`src/rtl/cutting_motion_ctrl.sv`:
```
// Move-command sequencer for the cutting-head stepper: linear step-period ramp,
// signed position tracking, abort/limit handling and a post-move holding-torque settle.
module cutting_motion_ctrl #(
  parameter int CNT_W      = 16,
  parameter int DIV_W      = 24,
  parameter int POS_W      = 20,
  parameter int START_DIV  = 500000,
  parameter int RAMP_STEP  = 1000,
  parameter int SETTLE_CYC = 50000
) (
  input  logic             clk,
  input  logic             rst_n,
  input  logic             cmd_valid,
  output logic             cmd_ready,
  input  logic             cmd_dir,
  input  logic [CNT_W-1:0] cmd_steps,
  input  logic [DIV_W-1:0] cmd_div,
  input  logic             abort,
  input  logic             limit_n,
  input  logic             pos_clr,
  output logic             motor_en,
  output logic             motor_dir,
  output logic             step_tick,
  output logic             busy,
  output logic             done,
  output logic             fault,
  output logic [POS_W-1:0] position,
  output logic [CNT_W-1:0] steps_left
);

  localparam int SET_W = (SETTLE_CYC > 1) ? $clog2(SETTLE_CYC) : 1;
  localparam logic [SET_W-1:0] SET_LAST = SET_W'(SETTLE_CYC - 1);
  localparam logic [DIV_W-1:0] START_V  = DIV_W'(START_DIV);
  localparam logic [DIV_W:0]   RAMP_V   = (DIV_W+1)'(RAMP_STEP);
  localparam logic [DIV_W-1:0] DIV_MIN  = DIV_W'(2);

  typedef enum logic [1:0] {
    ST_IDLE   = 2'd0,
    ST_RUN    = 2'd1,
    ST_SETTLE = 2'd2
  } state_t;

  state_t             state_q;
  logic [DIV_W-1:0]   div_cnt_q;
  logic [DIV_W-1:0]   cur_q;
  logic [DIV_W-1:0]   tgt_q;
  logic [SET_W-1:0]   settle_q;
  logic               motor_en_q;
  logic               motor_dir_q;
  logic               step_tick_q;
  logic               done_q;
  logic               fault_q;
  logic [POS_W-1:0]   position_q;
  logic [CNT_W-1:0]   steps_left_q;

  logic [DIV_W-1:0]   tgt_d;
  logic [DIV_W-1:0]   cur_start_d;
  logic [DIV_W-1:0]   cur_ramp_d;
  logic               wrap_d;
  logic [POS_W-1:0]   pos_step_d;

  // Command clamping, ramp decrement (no underflow) and divider wrap detection
  always_comb begin
    tgt_d       = (cmd_div < DIV_MIN) ? DIV_MIN : cmd_div;
    cur_start_d = (START_V > tgt_d) ? START_V : tgt_d;
    if ({1'b0, cur_q} >= ({1'b0, tgt_q} + RAMP_V)) begin
      cur_ramp_d = cur_q - RAMP_V[DIV_W-1:0];
    end else begin
      cur_ramp_d = tgt_q;
    end
    wrap_d     = (div_cnt_q >= (cur_q - DIV_W'(1)));
    pos_step_d = motor_dir_q ? POS_W'(1) : {POS_W{1'b1}};
  end

  // Sequencer state machine with registered driver outputs
  always_ff @(posedge clk or negedge rst_n) begin
    if (!rst_n) begin
      state_q      <= ST_IDLE;
      div_cnt_q    <= '0;
      cur_q        <= '0;
      tgt_q        <= '0;
      settle_q     <= '0;
      motor_en_q   <= 1'b0;
      motor_dir_q  <= 1'b0;
      step_tick_q  <= 1'b0;
      done_q       <= 1'b0;
      fault_q      <= 1'b0;
      position_q   <= '0;
      steps_left_q <= '0;
    end else begin
      step_tick_q <= 1'b0;
      done_q      <= 1'b0;
      case (state_q)
        ST_IDLE: begin
          if (pos_clr) begin
            position_q <= '0;
          end
          if (cmd_valid) begin
            fault_q      <= 1'b0;
            motor_dir_q  <= cmd_dir;
            steps_left_q <= cmd_steps;
            tgt_q        <= tgt_d;
            cur_q        <= cur_start_d;
            div_cnt_q    <= '0;
            if (cmd_steps == '0) begin
              done_q <= 1'b1;
            end else begin
              motor_en_q <= 1'b1;
              state_q    <= ST_RUN;
            end
          end
        end
        ST_RUN: begin
          // A stop request suppresses a step due on the same edge
          if (abort || !limit_n) begin
            state_q    <= ST_IDLE;
            motor_en_q <= 1'b0;
            if (!limit_n) begin
              fault_q <= 1'b1;
            end
          end else if (wrap_d) begin
            div_cnt_q   <= '0;
            step_tick_q <= 1'b1;
            position_q  <= position_q + pos_step_d;
            cur_q       <= cur_ramp_d;
            if (steps_left_q != '0) begin
              steps_left_q <= steps_left_q - CNT_W'(1);
            end
            if (steps_left_q <= CNT_W'(1)) begin
              state_q  <= ST_SETTLE;
              settle_q <= '0;
            end
          end else begin
            div_cnt_q <= div_cnt_q + DIV_W'(1);
          end
        end
        ST_SETTLE: begin
          if (abort) begin
            state_q    <= ST_IDLE;
            motor_en_q <= 1'b0;
          end else if (settle_q == SET_LAST) begin
            state_q    <= ST_IDLE;
            motor_en_q <= 1'b0;
            done_q     <= 1'b1;
          end else begin
            settle_q <= settle_q + SET_W'(1);
          end
        end
        default: begin
          state_q    <= ST_IDLE;
          motor_en_q <= 1'b0;
        end
      endcase
    end
  end

  assign cmd_ready  = (state_q == ST_IDLE);
  assign busy       = (state_q != ST_IDLE);
  assign motor_en   = motor_en_q;
  assign motor_dir  = motor_dir_q;
  assign step_tick  = step_tick_q;
  assign done       = done_q;
  assign fault      = fault_q;
  assign position   = position_q;
  assign steps_left = steps_left_q;

endmodule

```
`config.mk`:
```
export PLATFORM = sky130hd
export DESIGN_NAME = cutting_motion_ctrl
export DESIGN_NICKNAME = d
export VERILOG_FILES = /design/src/rtl/cutting_motion_ctrl.sv
export SDC_FILE = /design/constraint.sdc
export NUM_CORES = 1
export LEC_CHECK = 0
export BUFFER_PORTS_ARGS = -buffer_cell sky130_fd_sc_hd__buf_2
export CELL_PAD_IN_SITES_DETAIL_PLACEMENT = 1
export CELL_PAD_IN_SITES_GLOBAL_PLACEMENT = 1
export CORE_MARGIN = 2
export CORE_UTILIZATION = 50
export CTS_CLUSTER_DIAMETER = 120
export DETAILED_ROUTE_END_ITERATION = 8
export PLACE_DENSITY_LB_ADDON = 0.1
export SLEW_MARGIN = 20
export SYNTH_ARGS = -nofsm -noshare
export SYNTH_HDL_FRONTEND = slang
export SYNTH_SLANG_ARGS = --single-unit
```
`constraint.sdc`:
```
create_clock -name clk -period 10.05 [get_ports clk]
set_input_delay 0.5025 -clock clk [delete_from_list [all_inputs] [get_ports clk]]
set_output_delay 0.5025 -clock clk [all_outputs]
set_load 0.05 [all_outputs]
```
# Yosys cells after proc, flatten, opt, wreduce, memory -nomap -nowiden
# Cells that the tools add are included.
# classes
n_addsub	7
magnitude_cmp	5
n_eq_ne	17
n_mux	53
reduce_logical	17
# op_table
cell	n
24-bit two-way mux	9
16-bit two-way mux	9
24-bit case mux with 2 select lines	2
20-bit two-way mux	4
16-bit case mux with 2 select lines	2
20-bit case mux with 2 select lines	1
24-bit by 10-bit adder with 25-bit output, second input constant	1
24-bit by 25-bit greater-or-equal comparator with 1-bit output	1
24-bit by 1-bit adder with 24-bit output, second input constant	1
24-bit greater-or-equal comparator	1
19-bit by 24-bit greater-than comparator with 1-bit output, first input constant	1
24-bit by 2-bit less-than comparator with 1-bit output, second input constant	1
24-bit by 1-bit subtractor with 24-bit output, second input constant	1
24-bit by 10-bit subtractor with 24-bit output, second input constant	1
20-bit adder	1
2-bit != test, second input constant	10
16-bit by 1-bit adder with 16-bit output, second input constant	1
16-bit equality test, second input constant	1
16-bit by 1-bit <= comparator with 1-bit output, second input constant	1
16-bit logical NOT	1
4-bit AND reduction	4
16-bit nonzero test	1
16-bit by 1-bit subtractor with 16-bit output, second input constant	1
1-bit two-way mux	15
other kinds (16)	28
# totals
reg_bits	131
inputBits	47
out_inout_bits	43
word_cells	111

# Logic depth before layout (Yosys ltp)
# Gate-level depths: netlist of run 1.
# logic_depth
depth_word	6
ltp_mapped	21
depth_no_buf	19

# Worst setup path after synthesis of run 1
# Ideal clock, no wire load.
# synth_path
path_kind	register to register
startpoint	register cur_q[3]
endpoint	register settle_q[5]
setup_ns	0.066
t_arrival_ns	4.093
required_ns	9.984
setup_slack_ns	5.891
stages_incl_launch_ff	21
path_buffers	2
synth_period_minus_slack_ns	4.159
cell_sequence	dfrtp_1 inv_1 ha_1 clkbuf_1 nand3_1 nor4_1 nand2_1 nor2_1 nand2_1 xor2_1 ha_1 nand2_1 nor4_1 o2111ai_1 o221ai_2 o21ai_4 inv_2 a22oi_1 clkbuf_1 or4_1 nand2_1
# synth_between
elab_chain_cells	4
# synth_rtl
element	line	rtl
start, declared	45	logic [DIV_W-1:0] cur_q;
start signal, assigned	103	cur_q <= cur_start_d;
start signal, assigned	125	cur_q <= cur_ramp_d;
24-bit by 1-bit subtractor with 24-bit output	71	wrap_d = (div_cnt_q >= (cur_q - DIV_W'(1)));
24-bit greater-or-equal comparator	71	
2-bit != test (no line)	--	
6-bit AND reduction (no line)	--	
end signal, assigned	146	settle_q <= settle_q + SET_W'(1);
end, declared	47	logic [SET_W-1:0] settle_q;
# Every way passes these cells.
# A chain may end at the register's enable or synchronous reset.

# Worst setup path after layout of run 1
# layout_path
startpoint	register cur_q[1]
endpoint	register settle_q[14]
# Same word-level chain as after synthesis.

==> key figures, run 1 <==
Outcome
  – Outcome: completed

Finish
  – Area overhead of the layout relative to synthesis: 12.7%
  – Nets: ~1.3k
  – Layout cells sized above 1: between 10% and 20%
  – Fillers: about 2.2k
  – # diodes: 0

Synth
  – Syn nets: 1218
  – Syn Inst Count: between 1k and 1.5k
  – Yosys reg bits: approximately 130
  – Post-synth ARST share: 100%
  – Main synth FF type: dfrtp_1
  – Post-synth EDFFs: 0
  – Synthesis Warnings: 0
  – Post-Syn Area per Cell: 8.67 sq um
  – Unique masters post-synth: 83
  – Area of the mapped netlist: between 9000 and 10000 sq um
  – Sequential-to-total area share from yosys stat: 34.5%

Routing
  – Met1 WL: 12.5 mm
  – Residual DRC: 0
  – DRT Pass-1 Iters: 5
  – Initial DRC Count: 516
  – DR vias/cell: about 6.4
  – Routed Antenna Nets: 0
  – WL final: around 30 mm
  – Met3 wire length: about 1.2 mm
  – DR vias: around 9k
  – WL/cell: 21.1 um
  – Met2 Wirelength: 15.1 mm
  – Highest metal used: met4

STA
  – F_max: around 180 MHz
  – Worst Skew: 0.00812 ns
  – Pins over their slew limit: 0
  – Final hold vios: 0
  – Tightest Pin Transition: 1.05 ns
  – Final setup TNS: 0 ns
  – Max_slew headroom: between 30% and 40%
  – Period utilization: 54.0%
  – Final setup vio count: 0
  – RSZ-0062 raised after global routing: false
  – Min Tclk post-route: 5.43 ns

Clock network
  – CTS Hold Bufs: 0
  – Clock sink total: about 130
  – Setup Buffers After CTS: 0
  – Root buf cell: clkbuf_16
  – Post_cts resized: 0
  – Clock Path Buffers: 2
  – Clock Latency Late Sink: roughly 0.43 ns
  – Htree depth: 4
  – Clock transition at the registers of the reported paths: roughly 0.060 ns
  – CTS buffer count: 17
  – CTS tree: yes

Floorplan
  – IO Count: 90
  – Core outline area: around 19000 sq um
  – Total Die Area: 20100 sq um
  – Die H: between 100 and 150 um
  – Floorplan row count: 50
  – Die extent in x: approximately 140 um
  – Initial core utilization: between 50% and 60%

Worst setup path
  – Crit-path slowest cell: or4b_1
  – Worst reg-to-reg setup slack: around 4.6 ns
  – Largest stage delay, worst path: just under 0.5 ns
  – Crit path kind: reg2reg
  – Req. time, crit path: 10.39 ns
  – CP endpoint kind: flip-flop
  – Cell breakdown of the critical path: nor3_1 -> nand2b_1 -> nand3_1 -> nor4_1 -> nand2_1 -> nor2_1 -> nand2_1 -> xor2_1 -> ha_1 -> nand2_1 -> nor4_1 -> o2111ai_1 -> o221ai_2 -> o21ai_4 -> inv_2 -> a22oi_1 -> buf_4 -> or4b_1 -> a21oi_1
  – CP Max Fanout: 33
  – CP most frequent cell: nand2_1
  – Crit path arrival time: about 5.8 ns
  – Worst setup SP type: flip-flop

Power and ir drop
  – Peak supply drop: around 0.13 mV
  – Pleak: 4.70 nW
  – Power per Cell Area: 207 nW/um^2
  – Tot Pwr: 0.00221 W

GRT
  – Total gr overflow: 0
  – Initial antenna violation count: 0
  – Largest net degree at the start of global routing: 74
  – Vias in the first global route: roughly 9.5k
  – First-pass GRT wire length: 48.3 mm
  – Total track usage: 30.4%

Job
  – Max Cap Viol: 0

Min path
  – Min-delay worst type: in2async

Place
  – Port Buffers: 89
  – Final GP Congestion: ~0.9
  – Final HPWL from detailed placement: roughly 21 mm
[layout make-up]
cell class / instances / area (sq um) / area share (%)
Clock inverter: 3 / 42.5 / 0.397
Clock buffer: 26 / 539 / 5.04
Sequential cell: 131 / 3280 / 30.6
Inverter: 42 / 158 / 1.47
Multi-Input combinational cell: 881 / 5880 / 54.9
Timing Repair Buffer: 98 / 519 / 4.85
Tap cell: 234 / 293 / 2.73
[kinds of logic (layout without fill, tap and decap cells)]
family / count (synthesis) / in the layout / synth area share, %
compound gates: 296 / 296 / 20.1
buf+inv: 84 / 169 / 3.79
simple gates: 413 / 413 / 22.1
xor+xnor: 73 / 73 / 6.73
mux: 24 / 24 / 2.82
flops: 131 / 131 / 34.5
fa+ha+maj: 75 / 75 / 9.95
[worst max-delay path, delay by kind of cell (launching register included)]
kind	cells	cell delay [ns]
flip-flops	1	0.41
adder cells (fa/ha/maj)	1	0.31
buffers and inverters	2	0.54
AND/OR/NAND/NOR	10	2.65
XOR/XNOR	1	0.16
AO/OA/AOI/OAI	5	1.25
[per-stage QoR]
stage	instance area (sq um)	cells	util [%]	hold WS [ns]	worst slack [ns]
floorplan	9500	1096	-	0.207	5.89
global placement	10100	1386	54.1	0.473	5.04
detailed placement	10100	1386	54.1	0.485	4.77
CTS	10700	1415	57.3	0.0658	4.61
global route	10700	1415	57.3	0.0877	4.14
finish	10700	1415	57.3	0.0410	4.62
[worst paths after layout]
| kind | startpoint | to | cells past startpoint |
|---|---|---|---|
| max in group asynchronous | rst_n | step_tick$_DFF_PN0_ | 2 |
| setup reg to reg | cur_q[1]$_DFFE_PN0P_ | settle_q[14]$_DFFE_PN0P_ | 19 |
| hold reg to reg | fault$_DFFE_PN0P_ | fault$_DFFE_PN0P_ | 1 |
| setup / recovery | cur_q[1]$_DFFE_PN0P_ | settle_q[14]$_DFFE_PN0P_ | 19 |
| hold / removal | rst_n | div_cnt_q[20]$_DFFE_PN0P_ | 1 |
| min in group clk | cmd_dir | motor_dir$_DFFE_PN0P_ | 2 |
[layer usage]
layer  GRT usage (%)  up-vias
met5               0        -
met4            14.0        0
met3            5.06       59
met2            53.6      237
met1            36.5     4515
li1                -     4204
[Yosys cell counts, types with 3 or more instances]
cell	instances	area, sq um
dfrtp_1	131	3280
nand2_1	116	435
a21oi_1	97	485
nor2_1	82	308
ha_1	74	926
o21ai_0	69	345
inv_1	41	154
xor2_1	39	342
nand3_1	35	175
xnor2_1	34	298
nor3_1	31	155
nor4_1	27	169
clkbuf_1	26	97.6
mux2_2	22	248
nand4_1	22	138
or3_1	16	100
and3_1	15	93.8
o211ai_1	12	90.1
o22ai_1	12	75.1
or4_1	11	82.6
o22a_1	10	87.6
buf_2	9	45.0
nand2b_1	9	56.3
a211oi_1	8	60.1
a21o_1	8	60.1
a22oi_1	8	60.1
a31oi_1	8	50.1
and2_1	7	43.8
and4_1	7	61.3
o21a_1	7	52.6
o31ai_1	7	52.6
nor2b_1	6	37.5
nor3b_1	6	45.0
or2_2	6	37.5
buf_4	5	37.5
nand3b_1	4	30.0
o32ai_1	4	35.0
a32o_1	3	30.0
o2111ai_1	3	26.3
o21bai_1	3	22.5
o2bb2ai_1	3	26.3
[cells in the final DEF (no fill, tap or decap), drive strengths merged, types with 28 or more instances in the layout]
| cell | instances |
|---|---|
| xor2 | 39 |
| ha | 74 |
| dfrtp | 131 |
| nor4 | 28 |
| inv | 42 |
| nand2 | 116 |
| nor3 | 31 |
| a21oi | 97 |
| xnor2 | 34 |
| nand3 | 35 |
| o21ai | 71 |
| buf | 98 |
| nor2 | 83 |
[report_power, final]
part           internal (W)  total (W)  switching (W)
sequential         0.000609   0.000768       0.000159
combinational      0.000302   0.000812       0.000511
clock              0.000389   0.000632       0.000243
[registers in the layout, summed over array words and instances, names as in the netlist]
name	count
cur_q	24
div_cnt_q	24
done	1
fault	1
motor_dir	1
motor_en	1
position	20
settle_q	16
state_q	2
step_tick	1
steps_left	16
tgt_q	24
Power figures use the tool's default switching activity.
==> run 2, diff against run 1 <==
--- a/config.mk
+++ b/config.mk
@@ -9,7 +9,7 @@
 export CELL_PAD_IN_SITES_DETAIL_PLACEMENT = 1
 export CELL_PAD_IN_SITES_GLOBAL_PLACEMENT = 1
 export CORE_MARGIN = 2
-export CORE_UTILIZATION = 50
+export CORE_UTILIZATION = 42
 export CTS_CLUSTER_DIAMETER = 120
 export DETAILED_ROUTE_END_ITERATION = 8
 export PLACE_DENSITY_LB_ADDON = 0.1
==> constraint.sdc (replaced) <==
create_clock -name clk -period 4.89 [get_ports clk]
set_input_delay 0.2445 -clock clk [delete_from_list [all_inputs] [get_ports clk]]
set_output_delay 0.2445 -clock clk [all_outputs]
set_load 0.05 [all_outputs]
==> run 2 against run 1 <==
Compared with the run above: final area increased by 2.6%; count of clock-buffer cells in the layout is 7 lower; wire length rose by 0.12%; utilization down 8.3 points; cell count up 5.1%; sequential share of layout area shrank 0.78 points; sequential power grew 100%; maximum frequency up 17%; clock skew increased by 0.0029 ns; via count is 1.6% lower; flip-flop and latch count unchanged; critical path type unchanged; critical endpoint is now cur_q[11]$_DFFE_PN0P_; largest power group unchanged.
==> key figures, run 2 (same netlist as run 1, synthesis figures left out) <==
Outcome
  – Outcome: completed (unchanged)

Worst setup path
  – CP endpoint kind: flip-flop (unchanged)
  – CP most frequent cell: nand4_1 (was nand2_1)
  – Req. time, crit path: 5.19 ns (was 10.39 ns)
  – Crit path buffers/inverters: 2 (unchanged)
  – Worst r2r src: tgt_q[3]$_DFFE_PN0P_ (was cur_q[1]$_DFFE_PN0P_)
  – Worst reg-to-reg setup slack: 0.25 ns (was 4.62 ns)
  – Largest stage delay, worst path: 0.51 ns (was 0.49 ns)
  – Family with the most delay on the worst path: simple AND/OR/NAND/NOR gates (unchanged)
  – RR Endpoint: cur_q[11]$_DFFE_PN0P_ (was settle_q[14]$_DFFE_PN0P_)
  – CP Max Fanout: 11 (was 33)
  – Reg2reg path depth: 18 (was 19)
  – Cell breakdown of the critical path: ha_1 -> or3_1 -> o41a_1 -> nand2_1 -> nor3_1 -> nand4_1 -> xor2_1 -> ha_1 -> nand4_1 -> nor4_1 -> buf_4 -> o211ai_1 -> nand4_1 -> o211a_2 -> buf_4 -> nand2b_1 -> a21oi_1 -> nor3_1 (was nor3_1 -> nand2b_1 -> nand3_1 -> nor4_1 -> nand2_1 -> nor2_1 -> nand2_1 -> xor2_1 -> ha_1 -> nand2_1 -> nor4_1 -> o2111ai_1 -> o221ai_2 -> o21ai_4 -> inv_2 -> a22oi_1 -> buf_4 -> or4b_1 -> a21oi_1)
  – Crit. path cell count: 18 (was 19)
  – Crit path arrival time: 4.94 ns (was 5.77 ns)
  – Crit-path slowest cell: nor4_1 (was or4b_1)
  – Crit path kind: reg2reg (unchanged)
  – Worst setup startpoint: tgt_q[3]$_DFFE_PN0P_ (was cur_q[1]$_DFFE_PN0P_)
  – Worst setup SP type: flip-flop (unchanged)
  – Crit path capture: cur_q[11]$_DFFE_PN0P_ (was settle_q[14]$_DFFE_PN0P_)

Floorplan
  – Die extent in x: 154 um (was 142 um)
  – Core outline area: 22400 sq um (was 18700 sq um)
  – IO Count: 90 (unchanged)
  – Floorplan row count: 55 (was 50)
  – Die H: 154 um (was 142 um)
  – Initial core utilization: 42.4% (was 50.8%)
  – Total Die Area: 23800 sq um (was 20100 sq um)

Place
  – Post-placement cell area: 10300 sq um (was 10100 sq um)
  – Final HPWL from detailed placement: 21.6 mm (was 21.3 mm)
  – Port Buffers: 89 (unchanged)
  – Dpl cells: 1453 (was 1386)
  – Pre-CTS WS: 0.0692 ns (was 4.77 ns)
  – Final GP Congestion: 0.854 (was 0.876)

GRT
  – Initial antenna violation count: 0 (unchanged)
  – Largest net degree at the start of global routing: 91 (was 74)
  – Vias in the first global route: 9104 (was 9465)
  – First-pass GRT wire length: 48.2 mm (was 48.3 mm)
  – Total gr overflow: 0 (unchanged)
  – Total track usage: 25.3% (was 30.4%)

Routing
  – WL final: 29.8 mm (about the same)
  – DR vias/cell: 5.97 (was 6.37)
  – Routed Antenna Nets: 0 (unchanged)
  – DR vias: 8871 (was 9015)
  – Initial DRC Count: 404 (was 516)
  – DRT Pass-1 Iters: 5 (unchanged)
  – Residual DRC: 0 (unchanged)
  – WL/cell: 20.1 um (was 21.1 um)

Clock network
  – Clock Path Buffers: 2 (unchanged)
  – CTS buffer count: 17 (unchanged)
  – Clock Latency Late Sink: 0.43 ns (about the same)
  – Htree depth: 4 (unchanged)
  – Clock transition at the registers of the reported paths: 0.07 ns (was 0.06 ns)
  – CTS tree: yes (unchanged)
  – Clock sink total: 131 (unchanged)
  – Root buf cell: clkbuf_16 (unchanged)

Finish
  – Post-route cell area: 11000 sq um (was 10700 sq um)
  – Most common cell after layout, fill and taps aside: dfrtp_1 (unchanged)
  – Post-Layout Cell Count: 1487 (was 1415)
  – # diodes: 0 (unchanged)
  – Most frequent cells in the layout: dfrtp_1, nand2_1, a21oi_1 (unchanged)
  – Area overhead of the layout relative to synthesis: 15.6% (was 12.7%)
  – Layout cells sized above 1: 16.7% (was 14.8%)
  – Nets: 1311 (was 1293)
  – Top flop regs: cur_q: 24 flops, div_cnt_q: 24 flops, tgt_q: 24 flops (unchanged)

Min path
  – Min-delay worst type: in2reg (was in2async)

STA
  – Max_slew headroom: 39.5% (was 30.2%)
  – Period utilization: 94.9% (was 54.0%)
  – Final hold vios: 0 (unchanged)
  – Final setup vio count: 0 (unchanged)
  – F_max: 215 MHz (was 184 MHz)
  – Min Tclk post-route: 4.64 ns (was 5.43 ns)
  – Tightest Pin Transition: 0.908 ns (was 1.05 ns)
  – Worst Skew: 0.0110 ns (was 0.00812 ns)
  – Pins over their slew limit: 0 (unchanged)
  – Setup WS post-layout: 0.249 ns (was 4.62 ns)

Power and ir drop
  – Peak supply drop: 0.260 mV (was 0.134 mV)
  – Pleak: 4.80 nW (was 4.70 nW)
  – Power per Cell Area: 424 nW/um^2 (was 207 nW/um^2)

Job
  – Max Cap Viol: 0 (unchanged)
## run 2: what timing repair did
| item | in CTS | in global routing |
|---|---|---|
| gates resized for setup | 2 | 8 |
| pin swaps | 1 | 1 |
| setup endpoints to repair | 3 | 64 |
| hold buffers | 1 | 0 |
| setup buffers | 0 | 1 |
| endpoints found under the hold margin | 89 | 0 |
## run 2: where the power goes
group | switching (W) | total, W | leakage (nW) | internal, W
clock network | 0.000550 | 0.00138 | 0.291 | 0.000825
logic | 0.00107 | 0.00172 | 2.83 | 0.000656
registers | 0.000308 | 0.00156 | 1.67 | 0.00125
total | 0.00193 | 0.00466 | 4.80 | 0.00273
## run 2: final cells by class
type | instances | area [sq um]
Inverter | 42 | 158
Clock inverter | 13 | 174
Tap cell | 285 | 357
Multi-Input combinational cell | 881 | 5920
Clock buffer | 19 | 443
Timing Repair Buffer | 116 | 661
Fill cell | 2717 | 11400
Sequential cell | 131 | 3280
## run 2: metrics by stage
step                util (%)  TNS [ns]  total power (W)  hold slack, ns
global placement        46.0         0          0.00323           0.394
finish                  49.0         0          0.00466          0.0417
global route            49.0   -0.0498          0.00496          0.0371
CTS                     48.8         0          0.00468          0.0298
floorplan                  -         0          0.00270         -0.0511
detailed placement      46.0         0          0.00326           0.412
## run 2: layer usage
metal / up-vias / GRT usage [%] / routed length (um)
met5: - / 0 / 0
met4: 0 / 7.28 / 580
met3: 33 / 3.98 / 987
met2: 158 / 43.6 / 14700
met1: 4444 / 32.9 / 13500
li1: 4236 / - / -
## run 2: worst reg2reg max path, stage by stage (launching register included)
cell and delay (ns):
dfrtp_1 0.47, ha_1 0.22, or3_1 0.19, o41a_1 0.23, nand2_1 0.12, nor3_1 0.41
nand4_1 0.17, xor2_1 0.18, ha_1 0.30, nand4_1 0.16, nor4_1 0.51, buf_4 0.21
o211ai_1 0.15, nand4_1 0.23, o211a_2 0.40, buf_4 0.26, nand2b_1 0.09, a21oi_1 0.16
nor3_1 0.06
## run 2: worst min-delay path by stage
stage	from	end	slack, ns	cells after the start
after CTS	cmd_dir	motor_dir$_DFFE_PN0P_	0.03	2
after global placement	rst_n	div_cnt_q[20]$_DFFE_PN0P_	0.39	1
after global routing	cmd_dir	motor_dir$_DFFE_PN0P_	0.04	2
after detailed placement	rst_n	div_cnt_q[20]$_DFFE_PN0P_	0.41	1
after floorplan	rst_n	cur_q[0]$_DFFE_PN0P_	-0.05	0
final	cmd_dir	motor_dir$_DFFE_PN0P_	0.04	2
==> run 3, diff against run 2 <==
--- a/config.mk
+++ b/config.mk
@@ -9,7 +9,7 @@
 export CELL_PAD_IN_SITES_DETAIL_PLACEMENT = 1
 export CELL_PAD_IN_SITES_GLOBAL_PLACEMENT = 1
 export CORE_MARGIN = 2
-export CORE_UTILIZATION = 42
+export CORE_UTILIZATION = 46
 export CTS_CLUSTER_DIAMETER = 120
 export DETAILED_ROUTE_END_ITERATION = 8
 export PLACE_DENSITY_LB_ADDON = 0.1
==> constraint.sdc (replaced) <==
create_clock -name clk -period 5.3 [get_ports clk]
set_input_delay 0.265 -clock clk [delete_from_list [all_inputs] [get_ports clk]]
set_output_delay 0.265 -clock clk [all_outputs]
set_load 0.05 [all_outputs]
==> run 3 against run 2 <==
Compared with the run above: count of clock-buffer cells in the layout decreased by 1; largest power group unchanged; worst hold slack improved by 0.023 ns; clock power decreased by 13%; via count about the same; power decreased by 9.5%; largest cell class unchanged; die area decreased by 8.5%; maximum frequency decreased by 4.7%; utilization increased by 4.6 points.
==> key figures, run 3 (same netlist as run 1, synthesis figures left out) <==
STA
  – Min Tclk post-route: 4.87 ns (was 4.64 ns)
  – Final setup TNS: 0 ns (unchanged)
  – Period utilization: 91.9% (was 94.9%)
  – RSZ-0062 raised after global routing: false
  – F_max: 205 MHz (was 215 MHz)
  – Tightest Pin Transition: 0.864 ns (was 0.908 ns)
  – Worst Skew: 0.0126 ns (was 0.0110 ns)
  – Final setup vio count: 0 (unchanged)
  – Final hold vios: 0 (unchanged)
  – Pins over their slew limit: 0 (unchanged)
  – Max_slew headroom: 42.4% (was 39.5%)

Floorplan
  – IO Count: 90 (unchanged)
  – Die extent in x: 148 um (was 154 um)
  – Core outline area: 20200 sq um (was 22400 sq um)
  – Floorplan row count: 52 (was 55)
  – Initial core utilization: 47.0% (was 42.4%)
  – Total Die Area: 21800 sq um (was 23800 sq um)
  – Die H: 148 um (was 154 um)

Finish
  – Final Util: 53.6% (was 49.0%)
  – Nets: 1301 (was 1311)
  – # diodes: 0 (unchanged)
  – Area overhead of the layout relative to synthesis: 14.2% (was 15.6%)
  – Most frequent cells in the layout: dfrtp_1, nand2_1, a21oi_1 (unchanged)
  – Most common cell after layout, fill and taps aside: dfrtp_1 (unchanged)
  – Top flop regs: cur_q: 24 flops, div_cnt_q: 24 flops, tgt_q: 24 flops (unchanged)
  – Layout cells sized above 1: 15.8% (was 16.7%)

Worst setup path
  – CP most frequent cell: nand2_1 (was nand4_1)
  – Crit-path slowest cell: or4_1 (was nor4_1)
  – Reg2reg path depth: 19 (was 18)
  – CP endpoint kind: flip-flop (unchanged)
  – Crit path kind: reg2reg (unchanged)
  – Largest stage delay, worst path: 0.52 ns (was 0.51 ns)
  – Cell breakdown of the critical path: inv_1 -> ha_1 -> nand3_1 -> nor4_2 -> nand2_1 -> nor2_2 -> nand2_1 -> xor2_1 -> ha_1 -> nand2_1 -> nor4_2 -> o2111ai_1 -> o221ai_4 -> o21ai_4 -> inv_2 -> a22oi_1 -> buf_4 -> or4_1 -> a21oi_1 (was ha_1 -> or3_1 -> o41a_1 -> nand2_1 -> nor3_1 -> nand4_1 -> xor2_1 -> ha_1 -> nand4_1 -> nor4_1 -> buf_4 -> o211ai_1 -> nand4_1 -> o211a_2 -> buf_4 -> nand2b_1 -> a21oi_1 -> nor3_1)
  – CP Max Fanout: 33 (was 11)
  – Worst setup SP type: flip-flop (unchanged)
  – Crit path arrival time: 5.22 ns (was 4.94 ns)
  – Req. time, crit path: 5.65 ns (was 5.19 ns)

GRT
  – Total track usage: 28.0% (was 25.3%)
  – Initial antenna violation count: 0 (unchanged)
  – Total gr overflow: 0 (unchanged)
  – First-pass GRT wire length: 48.8 mm (was 48.2 mm)
  – Vias in the first global route: 9223 (was 9104)
  – Largest net degree at the start of global routing: 83 (was 91)

Power and ir drop
  – Pleak: 4.73 nW (was 4.80 nW)
  – Peak supply drop: 0.225 mV (was 0.260 mV)
  – Power per Cell Area: 388 nW/um^2 (was 424 nW/um^2)

Clock network
  – Setup Buffers After CTS: 0 (unchanged)
  – Root buf cell: clkbuf_16 (unchanged)
  – Clock sink total: 131 (unchanged)
  – CTS tree: yes (unchanged)
  – Clock transition at the registers of the reported paths: 0.06 ns (was 0.07 ns)
  – CTS buffer count: 17 (unchanged)
  – Clock Latency Late Sink: 0.43 ns (about the same)
  – Clock Path Buffers: 2 (unchanged)
  – Htree depth: 4 (unchanged)

Routing
  – WL/cell: 20.4 um (was 20.1 um)
  – WL final: 29.7 mm (was 29.8 mm)
  – Residual DRC: 0 (unchanged)
  – DR vias: 8868 (was 8871)
  – Initial DRC Count: 487 (was 404)
  – DR vias/cell: 6.07 (was 5.97)
  – DRT Pass-1 Iters: 6 (was 5)
  – Routed Antenna Nets: 0 (unchanged)

Outcome
  – Outcome: completed (unchanged)

Place
  – Port Buffers: 89 (unchanged)
  – Final HPWL from detailed placement: 22.1 mm (was 21.6 mm)
  – Final GP Congestion: 0.878 (was 0.854)

Min path
  – Min-delay worst type: in2reg (unchanged)
  – Hold-critical path depth: 2 (unchanged)

Job
  – Max Cap Viol: 0 (unchanged)
[run 3: power by group]
| part | internal (W) | switching [W] |
|---|---|---|
| clock | 0.000700 | 0.000499 |
| combinational | 0.000578 | 0.000979 |
| sequential | 0.00116 | 0.000303 |
| total | 0.00243 | 0.00178 |
[run 3: critical path, delay by kind of cell, from the launching register on]
family / cells / cell delay, ns
and+or+nand+nor: 8 / 1.95
AOI/OAI and AO/OA: 5 / 1.09
adders and majority gates: 2 / 0.61
buffers and inverters: 3 / 0.53
DFF: 1 / 0.45
xor gates and xnor gates: 1 / 0.15
[run 3: final cells by class]
type / count / area (sq um)
Inverter: 42 / 158
Clock buffer: 18 / 439
Multi-Input combinational cell: 881 / 5910
Sequential cell: 131 / 3280
Timing Repair Buffer: 106 / 594
Fill cell: 2399 / 9390
Tap cell: 270 / 338
Clock inverter: 13 / 135
[run 3: repair_timing]
| item | in CTS | in global routing |
|---|---|---|
| setup endpoints to repair | 0 | 45 |
| hold endpoints to repair | 81 | 0 |
| resized for setup | 0 | 4 |
| hold buffers | 1 | 0 |
[run 3: final timing paths]
check	endpoint	startpoint	slack [ns]
min in group asynchronous	div_cnt_q[20]$_DFFE_PN0P_	rst_n	0.47
worst min register to register	fault$_DFFE_PN0P_	fault$_DFFE_PN0P_	0.51
max in group asynchronous	position[10]$_DFFE_PN0P_	rst_n	3.62
worst min-delay path	motor_dir$_DFFE_PN0P_	cmd_dir	0.07
worst max-delay path	settle_q[13]$_DFFE_PN0P_	cur_q[3]$_DFFE_PN0P_	0.43
worst max register to register	settle_q[13]$_DFFE_PN0P_	cur_q[3]$_DFFE_PN0P_	0.43
[run 3: routing by layer]
metal	vias to the layer above	GRT usage, %	routed length (um)
met4	0	9.38	671
li1	4218	-	-
met2	150	49.7	15200
met5	-	0	0
met1	4453	34.9	12900
met3	47	4.26	928
[run 3: per-stage QoR]
step / worst slack (ns) / instance area, sq um / instances / hold WS, ns / power (W)
2_1_floorplan: 1.14 / 9500 / 1096 / -0.0306 / 0.00249
3_3_place_gp: 0.514 / 10200 / 1429 / 0.376 / 0.00294
3_5_place_dp: 0.221 / 10200 / 1429 / 0.390 / 0.00300
4_1_cts: 0.133 / 10800 / 1461 / 0.0549 / 0.00422
5_1_grt: 0.0653 / 10800 / 1461 / 0.0656 / 0.00447
6_report: 0.429 / 10800 / 1461 / 0.0652 / 0.00421
